**src/rtl/ncc_pkg.sv**
```systemverilog
// -----------------------------------------------------------------------------
// ncc_pkg
// Shared constants, operand/accumulator types and the Mitchell log2 helper for
// the NCC log-domain processing element. Upstream pixel converters and the
// bench call mitchell_log2() so that every producer agrees on one operand format.
//
// Operand format (log_t, 1+INT_W+FRAC_W bits):
//   zero : 1 = the pixel is 0 (the magnitude bits are then ignored)
//   mag  : unsigned Q5.27 Mitchell log2 -> {MSB index, bits below MSB left-aligned}
// -----------------------------------------------------------------------------
package ncc_pkg;

    localparam int unsigned NUM_LANES = 16;
    localparam int unsigned INT_W     = 5;
    localparam int unsigned FRAC_W    = 27;
    localparam int unsigned ACC_W     = 8;

    // Derived widths
    localparam int unsigned MAG_W     = INT_W + FRAC_W;       // Q5.27 magnitude
    localparam int unsigned SUM_W     = MAG_W + 1;            // Q6.27 sum of two magnitudes
    localparam int unsigned LOG_W     = 1 + MAG_W;            // zero flag + magnitude
    localparam int unsigned PIX_W     = 8;                    // raw pixel width
    localparam int unsigned PIX_IDX_W = $clog2(PIX_W);        // MSB index of a pixel
    localparam int unsigned EXT_W     = FRAC_W + PIX_W;       // pixel aligned under the binary point

    typedef struct packed {
        logic             zero;
        logic [MAG_W-1:0] mag;
    } log_t;

    typedef logic [ACC_W-1:0] acc_t;

    localparam acc_t ACC_MAX   = '1;
    localparam log_t LOG_ZERO  = '{zero: 1'b1, mag: '0};

    // Mitchell log2 of an 8-bit pixel: integer part = MSB index, fraction =
    // the bits below the MSB shifted up so they sit directly under the point.
    function automatic log_t mitchell_log2(input logic [PIX_W-1:0] pix);
        log_t                 res;
        logic [PIX_IDX_W-1:0] msb;
        logic [EXT_W-1:0]     ext;
        res = LOG_ZERO;
        msb = '0;
        ext = '0;
        for (int i = 0; i < PIX_W; i++) begin
            if (pix[i]) msb = PIX_IDX_W'(i);
        end
        if (pix != '0) begin
            // Place the MSB at bit FRAC_W; the fraction is everything below it.
            ext       = EXT_W'(pix) << (FRAC_W - 32'(msb));
            res.zero  = 1'b0;
            res.mag   = {INT_W'(msb), FRAC_W'(ext)};
        end
        return res;
    endfunction

endpackage

```
**src/rtl/ncc_pe_if.sv**
```systemverilog
// -----------------------------------------------------------------------------
// ncc_pe_if
// Bundles the NCC processing element's load strobes, per-lane operands and
// accumulator outputs.
//   load_acc_sum_reg : accumulate enable
//   load_win_reg     : window register bank load enable
//   desc_log         : per-lane descriptor operand (log_t)
//   win_log          : per-lane window operand (log_t)
//   acc_out          : per-lane registered accumulator value
//   acc_ovf          : per-lane sticky saturation flag (only with NCC_PE_OVF_FLAG_EN)
// Modports: master drives operands/strobes, slave is the processing element.
// -----------------------------------------------------------------------------
interface ncc_pe_if;
    import ncc_pkg::*;

    logic                  load_acc_sum_reg;
    logic                  load_win_reg;
    log_t [NUM_LANES-1:0]  desc_log;
    log_t [NUM_LANES-1:0]  win_log;
    acc_t [NUM_LANES-1:0]  acc_out;
`ifdef NCC_PE_OVF_FLAG_EN
    logic [NUM_LANES-1:0]  acc_ovf;

    modport master (
        output load_acc_sum_reg, load_win_reg, desc_log, win_log,
        input  acc_out, acc_ovf
    );

    modport slave (
        input  load_acc_sum_reg, load_win_reg, desc_log, win_log,
        output acc_out, acc_ovf
    );
`else
    modport master (
        output load_acc_sum_reg, load_win_reg, desc_log, win_log,
        input  acc_out
    );

    modport slave (
        input  load_acc_sum_reg, load_win_reg, desc_log, win_log,
        output acc_out
    );
`endif

endinterface

```
**src/rtl/ncc_antilog_lane.sv**
```systemverilog
// -----------------------------------------------------------------------------
// ncc_antilog_lane
// One lane of the log-domain multiplier: adds the two log2 magnitudes, gates
// the result to zero when either operand is a zero pixel, and converts back to
// the linear domain with the Mitchell antilog floor((1+f) * 2^n). Products that
// need n >= ACC_W do not fit the accumulator width and saturate to ACC_MAX.
//   desc      : descriptor operand (log_t)
//   win       : registered window operand (log_t)
//   product_c : combinational linear-domain product
//   sat_c     : combinational product-saturation indicator
// -----------------------------------------------------------------------------
module ncc_antilog_lane
    import ncc_pkg::*;
(
    input  log_t desc,
    input  log_t win,
    output acc_t product_c,
    output logic sat_c
);

    localparam int unsigned N_W     = SUM_W - FRAC_W;     // integer bits of the sum
    localparam int unsigned SHAMT_W = $clog2(ACC_W);      // shifts that still fit ACC_W
    localparam int unsigned SH_W    = FRAC_W + ACC_W;     // mantissa after the largest legal shift

    logic [SUM_W-1:0]  sum;
    logic [N_W-1:0]    n;
    logic [FRAC_W-1:0] f;
    logic [SH_W-1:0]   shifted;

    // Log add + Mitchell antilog with zero gating and saturation
    always_comb begin
        sum       = SUM_W'(desc.mag) + SUM_W'(win.mag);
        n         = sum[SUM_W-1:FRAC_W];
        f         = sum[FRAC_W-1:0];
        // 1.f scaled by 2^n; the integer part is what remains above the point.
        shifted   = SH_W'({1'b1, f}) << n[SHAMT_W-1:0];
        product_c = '0;
        sat_c     = 1'b0;
        if (!(desc.zero || win.zero)) begin
            if (n >= N_W'(ACC_W)) begin
                product_c = ACC_MAX;
                sat_c     = 1'b1;
            end else begin
                product_c = ACC_W'(shifted >> FRAC_W);
            end
        end
    end

endmodule

```
**src/rtl/ncc_pe.sv**
```systemverilog
// -----------------------------------------------------------------------------
// ncc_pe
// 16-lane log-domain multiply-accumulate processing element for NCC template
// matching. Each lane multiplies its descriptor operand by a registered window
// operand (log add + Mitchell antilog) and accumulates into a saturating
// ACC_W-bit sum that sticks at ACC_MAX until reset.
//   clk  : system clock, all state updates on the rising edge
//   rst  : synchronous active-high reset, priority over both load strobes
//   bus  : ncc_pe_if.slave (strobes, desc_log, win_log, acc_out[, acc_ovf])
// Optional build macro NCC_PE_OVF_FLAG_EN adds acc_ovf, a per-lane sticky flag
// set whenever an accumulate saturates (at product or accumulator level).
// -----------------------------------------------------------------------------
module ncc_pe
    import ncc_pkg::*;
(
    input  logic     clk,
    input  logic     rst,
    ncc_pe_if.slave  bus
);

    log_t           win_reg    [NUM_LANES];
    acc_t           acc_reg    [NUM_LANES];
    acc_t           product_c  [NUM_LANES];
    logic           prod_sat_c [NUM_LANES];
    logic [ACC_W:0] sum_c      [NUM_LANES];
    logic           clamp_c    [NUM_LANES];
    acc_t           acc_next_c [NUM_LANES];

    // Per-lane multiplier and saturating accumulate arithmetic
    for (genvar g = 0; g < NUM_LANES; g++) begin : g_lane
        ncc_antilog_lane u_antilog (
            .desc      (bus.desc_log[g]),
            .win       (win_reg[g]),
            .product_c (product_c[g]),
            .sat_c     (prod_sat_c[g])
        );

        // A saturated product is already ACC_MAX, so the clamped result is
        // ACC_MAX whether the overflow came from the product or the carry.
        assign sum_c[g]      = {1'b0, acc_reg[g]} + {1'b0, product_c[g]};
        assign clamp_c[g]    = prod_sat_c[g] | sum_c[g][ACC_W];
        assign acc_next_c[g] = clamp_c[g] ? ACC_MAX : sum_c[g][ACC_W-1:0];

        assign bus.acc_out[g] = acc_reg[g];
    end

    // Window bank and accumulators; the accumulate always sees the pre-edge
    // window, so a simultaneous window load takes effect one cycle later.
    always_ff @(posedge clk) begin
        if (rst) begin
            for (int i = 0; i < NUM_LANES; i++) begin
                win_reg[i] <= LOG_ZERO;
                acc_reg[i] <= '0;
            end
        end else begin
            for (int i = 0; i < NUM_LANES; i++) begin
                if (bus.load_win_reg)     win_reg[i] <= bus.win_log[i];
                if (bus.load_acc_sum_reg) acc_reg[i] <= acc_next_c[i];
            end
        end
    end

`ifdef NCC_PE_OVF_FLAG_EN
    logic [NUM_LANES-1:0] ovf_reg;

    // Sticky saturation flags, raised only by an accumulate that clamps
    always_ff @(posedge clk) begin
        if (rst) begin
            ovf_reg <= '0;
        end else if (bus.load_acc_sum_reg) begin
            for (int i = 0; i < NUM_LANES; i++) begin
                if (clamp_c[i]) ovf_reg[i] <= 1'b1;
            end
        end
    end

    assign bus.acc_ovf = ovf_reg;
`endif

endmodule

```
**src/flat_wrapper.sv**
```systemverilog
// flat-port wrapper written by rule: the top's interface ports become plain ports
module ncc_pe_flat import ncc_pkg::*;
  (clk, rst, bus_load_acc_sum_reg, bus_load_win_reg, bus_desc_log, bus_win_log, bus_acc_out);
  ncc_pe_if bus_i ();
  input  logic clk;
  input  logic rst;
  input wire logic [$bits(bus_i.load_acc_sum_reg)-1:0] bus_load_acc_sum_reg;
  input wire logic [$bits(bus_i.load_win_reg)-1:0] bus_load_win_reg;
  input wire logic [$bits(bus_i.desc_log)-1:0] bus_desc_log;
  input wire logic [$bits(bus_i.win_log)-1:0] bus_win_log;
  output wire logic [$bits(bus_i.acc_out)-1:0] bus_acc_out;
  assign bus_i.load_acc_sum_reg = bus_load_acc_sum_reg;
  assign bus_i.load_win_reg = bus_load_win_reg;
  assign bus_i.desc_log = bus_desc_log;
  assign bus_i.win_log = bus_win_log;
  assign bus_acc_out = bus_i.acc_out;
  ncc_pe u_core (.clk(clk), .rst(rst), .bus(bus_i));
endmodule
```
**config.mk**
```make
export PLATFORM = sky130hd
export DESIGN_NAME = ncc_pe_flat
export DESIGN_NICKNAME = d
export VERILOG_FILES = /design/src/rtl/ncc_pkg.sv /design/src/rtl/ncc_pe_if.sv /design/src/rtl/ncc_antilog_lane.sv /design/src/rtl/ncc_pe.sv /design/src/flat_wrapper.sv
export SDC_FILE = /design/constraint.sdc
export NUM_CORES = 2
export LEC_CHECK = 0
export ABC_AREA = 1
export BUFFER_PORTS_ARGS = -buffer_cell sky130_fd_sc_hd__buf_4
export CORE_MARGIN = 8
export CORE_UTILIZATION = 35
export DETAILED_ROUTE_END_ITERATION = 12
export PLACE_DENSITY = 0.6
export SYNTH_ARGS = -nofsm -noshare
export SYNTH_HDL_FRONTEND = slang
export SYNTH_SLANG_ARGS = --single-unit
export TNS_END_PERCENT = 100
```
**constraint.sdc**
```tcl
create_clock -name clk -period 26.1 [get_ports clk]
set_input_delay 5.22 -clock clk [delete_from_list [all_inputs] [get_ports clk]]
set_output_delay 5.22 -clock clk [all_outputs]
set_load 0.05 [all_outputs]
```
=== After elaboration in Yosys (flattened, before gate mapping) ===
Memories as Yosys holds them, arrays and structs flattened.
Cells that the tools add are included.

* Register bits: 0
* Memory bits (writable): 656
* Output and inout bits: 128
* Logic and storage cells: 250
* Memories: 2

* $add $sub $neg: 32
* Magnitude comparators: 16
* Shift operators: 16
* Multiplexer cells: 120
* Bitwise operators: 48
* Reduce and logical (&&, ||, !) cells: 16

{| class="wikitable"
|+ Memories
! memory !! depth !! width !! read ports !! clocked after Yosys merged registers in !! write ports !! line !! RTL
|-
| u_core.win_reg || 16 || 33 || 16 || 0 || 16 || ncc_pe.sv:21 || <nowiki>log_t win_reg [NUM_LANES];</nowiki>
|-
| u_core.acc_reg || 16 || 8 || 16 || 0 || 16 || ncc_pe.sv:22 || <nowiki>acc_t acc_reg [NUM_LANES];</nowiki>
|}

{| class="wikitable"
|+ Operator list
! cell !! number
|-
| $shl 28x3->35 || 16
|-
| $add 32x32->33 || 16
|-
| $mux 33 || 16
|-
| $mux 8 || 64
|-
| $add 8x8->9 || 16
|-
| $ge 6x4->1 const B || 16
|-
| $or 1x1->1 || 48
|-
| $mux 1 || 40
|-
| $logic_or 1x1->1 || 16
|}

=== Logic depth before layout (Yosys ltp) ===
* Depth after elaboration: 8
* Mapped depth: 31
* Mapped depth without buffers: 31

=== By module ===
A second synthesis with hierarchy kept.

* Cell total of the unflattened synthesis: 11781
* Area, all modules: 72214.3 sq um

{| class="wikitable"
|+ By module, submodules not included
! module !! instances !! cells an instance !! area an instance (sq um) !! sequential area each (sq um)
|-
| ncc_pe || 1 || 3061 || 31516.5 || 19698.9
|-
| ncc_antilog_lane at u_core.g_lane[0].u_antilog ... || 9 || 545 || 2533.7 || 0.0
|-
| ncc_antilog_lane at u_core.g_lane[5].u_antilog ... || 5 || 551 || 2571.2 || 0.0
|-
| ncc_antilog_lane at u_core.g_lane[4].u_antilog || 1 || 548 || 2598.7 || 0.0
|-
| ncc_antilog_lane at u_core.g_lane[10].u_antilog || 1 || 512 || 2439.8 || 0.0
|}

=== Worst setup path before layout ===
Ideal clock, no wire load.

* Kind: input to register
* Start point: in rst
* End point: mem u_core.win_reg[0][0] (netlist bit) (enable)
* Arrival time: 14.357 ns
* Slack: 8.002 ns
* Stages on the path: 4
* Path through: clkbuf_1 > clkinv_1 > clkbuf_1 > nand2_1

{| class="wikitable"
|+ RTL lines
! what !! line !! RTL
|-
| from (decl) || flat_wrapper.sv:6 || <nowiki>input logic rst;</nowiki>
|-
| to (decl) || ncc_pe.sv:21 ||
|}

==> impl_results.md <==
* Syn_nets at 12500
* Syn_area_per_cell at 6.29 µm²
* Worst reg2reg setup slack at 21270 ps
* YS warnings at 0
* CTS tree: built
* Worst Setup End Kind: register
* Worst Path Max Fanout at 74
* Final-report hold violation count at 0
* DR DRC count at 0
* Clk_skew at 40.3 ps
* DP HPWL at 249 mm
* Post-synth EDFFs at 656
* CTS Hold Bufs at 0
* Hold Path Class: register to register
* Library cells used by synthesis at 51
* Synthesized flop and latch total at 656
* Worst setup SP type: primary input
* Drt first pass iters at 7
* Max reg flops at 528
* Clock Pin Slew Worst Setup and Hold Paths at 60 ps
* H-Tree Depth at 3
* Crit path time final at 9730 ps
* Fin Hold WS at 775 ps
* RSZ-0062 raised after global routing: false
* Die area at 208000 µm²
* Commonest non-fill, non-tap cell in the layout: nand2_1
* FF-to-FF path depth at 24
* Asr flop ratio synth at 0%
* WL met1 at 122 mm
* Setup Buffers After CTS at 0
* Final worst-path cycle share at 37.3%
* Main flop type after synthesis: edfxtp_1
* Total Wirelength at 287 mm
* Worst slew pin tran at 979 ps
* Fraction of layout cells with a size suffix above 1 at 12.8%
* Maximum vdd ir drop at 0.0456 mV
* Mapped Cells at 10800
* Setup-failing EPs final at 0
* Root buf cell: clkbuf_16
* FP Rows at 161
* Max-slew violations at 0
* Rel. slew slack at 34.7%
* Max-cap viol count at 0
* Initial antenna violation count at 70
* CTS sink cnt at 656
* Global-route wire length before repair at 422 mm
* WS Path Type: primary input to register
* Met2 wire length at 137 mm
* Wire per inst at 19.6 µm
* Worst r2r dst: u_core.acc_reg[0][54]
* Status: finished, final reports clean
* Gpl congestion at 1.01
* CTS Buffer Depth at 3
* Grt ovf at 0
* Via count at 71500
* Post-CTS Resized at 0
* Sequential fraction of the synthesis area at 29.0%
* Total Routing Usage GR at 26.2%
* Worst Setup EP: u_core.win_reg[10][28]
* Leak at 46.3 nW
* I/O pins at 1188
* Metal3 WL at 13.5 mm
* Crit. Startpoint: rst
* Mapped cell area at 67900 µm²
* Fmax at 103 MHz
* WP data arrival at 10070 ps
* Area Growth Syn to Fin at 21.9%
* Vias in the first global route at 69800
* DRT antenna net count at 0
* Top Metal Used: met5
* R2r startpoint: u_core.win_reg[6][19]
* Most frequent cells in the layout: nand2_1 (3512), inv_1 (2150), nor2_1 (1393)
* Setup Total Neg Slack at 0 ps
* Die span in y at 456 µm
* DR iter-0 viols at 4861
* Initial core utilization at 35.3%
* Core footprint at 193000 µm²
* Critical path required time at 26430 ps
* P per Cell Area at 55.3 nW/µm²
* Skew-Pair Late Insertion Delay at 750 ps
* DIE WIDTH at 456 µm
* # port buffers at 1187
* Num CTS Buffers at 87
* # fillers at 20600
* Nets at 13700
* Largest net degree at the start of global routing at 111
* Vias per std cell at 4.89
[cell families (layout without fill, tap and decap cells)]
logic type               count (synthesis)  count (layout)  share of synthesized area, %
buffers and inverters                 2276            3550                          12.7
AND/OR/NAND/NOR                       6187            6187                          37.4
AO/OA/AOI/OAI                          923             923                          7.44
adder cells (fa/ha/maj)                640             640                          12.0
flip-flops                             656             656                          29.0
other                                    0              37                             0
XOR/XNOR                               108             108                          1.39
[worst max-delay path, cell delays in order]
cell	delay [ps]
clkbuf_8	340
inv_2	40
buf_4	360
nand2_4	670
buf_4	680
buf_4	700
buf_4	800
buf_4	880
[final cells by class]
class | count | area, µm² | area share, %
antenna | 37 | 92.6 | 0.112
clock buffer | 96 | 2210 | 2.67
multi-input combinational | 7858 | 39600 | 47.8
timing repair buffer | 1206 | 9060 | 11.0
clock inverter | 65 | 736 | 0.889
sequential | 656 | 19700 | 23.8
tap | 2526 | 3160 | 3.82
inverter | 2183 | 8200 | 9.91
[cell usage after synthesis, drive strengths merged (18+ instances only)]
library cell | number | area [µm²]
and2 | 22 | 138
edfxtp | 656 | 19700
a21oi | 524 | 2660
nor3 | 88 | 495
xnor2 | 35 | 307
nand3b | 38 | 285
nand4 | 96 | 607
inv | 2181 | 8190
nand2 | 3588 | 13700
nor2 | 1423 | 5430
o21bai | 99 | 743
nand3 | 891 | 4520
xor2 | 73 | 639
ha | 624 | 7810
or2 | 18 | 113
clkbuf | 69 | 259
buf | 24 | 194
o21ai | 244 | 1240
[report_power, final]
group	switching (mW)	internal (mW)	total (mW)
Combinational	1.28	0.657	1.94
Sequential	0.0753	1.29	1.37
Clock	0.526	0.744	1.27
[worst min path at each step]
stage,from,end,slack [ps],cells past startpoint
global placement,u_core.acc_reg[0][80],u_core.acc_reg[0][80],740,4
detailed placement,u_core.acc_reg[0][80],u_core.acc_reg[0][80],750,4
floorplan,u_core.win_reg[2][32],u_core.acc_reg[0][16],740,5
CTS,u_core.acc_reg[0][80],u_core.acc_reg[0][80],770,4
finish,u_core.acc_reg[0][80],u_core.acc_reg[0][80],780,4
global route,u_core.acc_reg[0][64],u_core.acc_reg[0][64],840,4
[routing by layer]
metal  track usage [%]  up-vias
met5                 0        -
met4              11.5        4
met3              3.71      405
met2              45.4     1895
met1              32.3    32900
li1                  -    36300
[metrics by stage]
step           power (mW)  util (%)  cell area [µm²]  std cells  setup slack [ps]
3_3_place_gp         3.30      41.4            79700      14400             15760
5_1_grt              4.87      43.0            82700      14600             16120
6_report             4.57      43.0            82700      14600             16370
3_5_place_dp         3.31      41.4            79700      14400             15660
4_1_cts              4.60      42.9            82600      14600             16440
2_1_floorplan        2.67         -            67900      10800              8000
No activity file was read; power rests on OpenSTA's default activity.
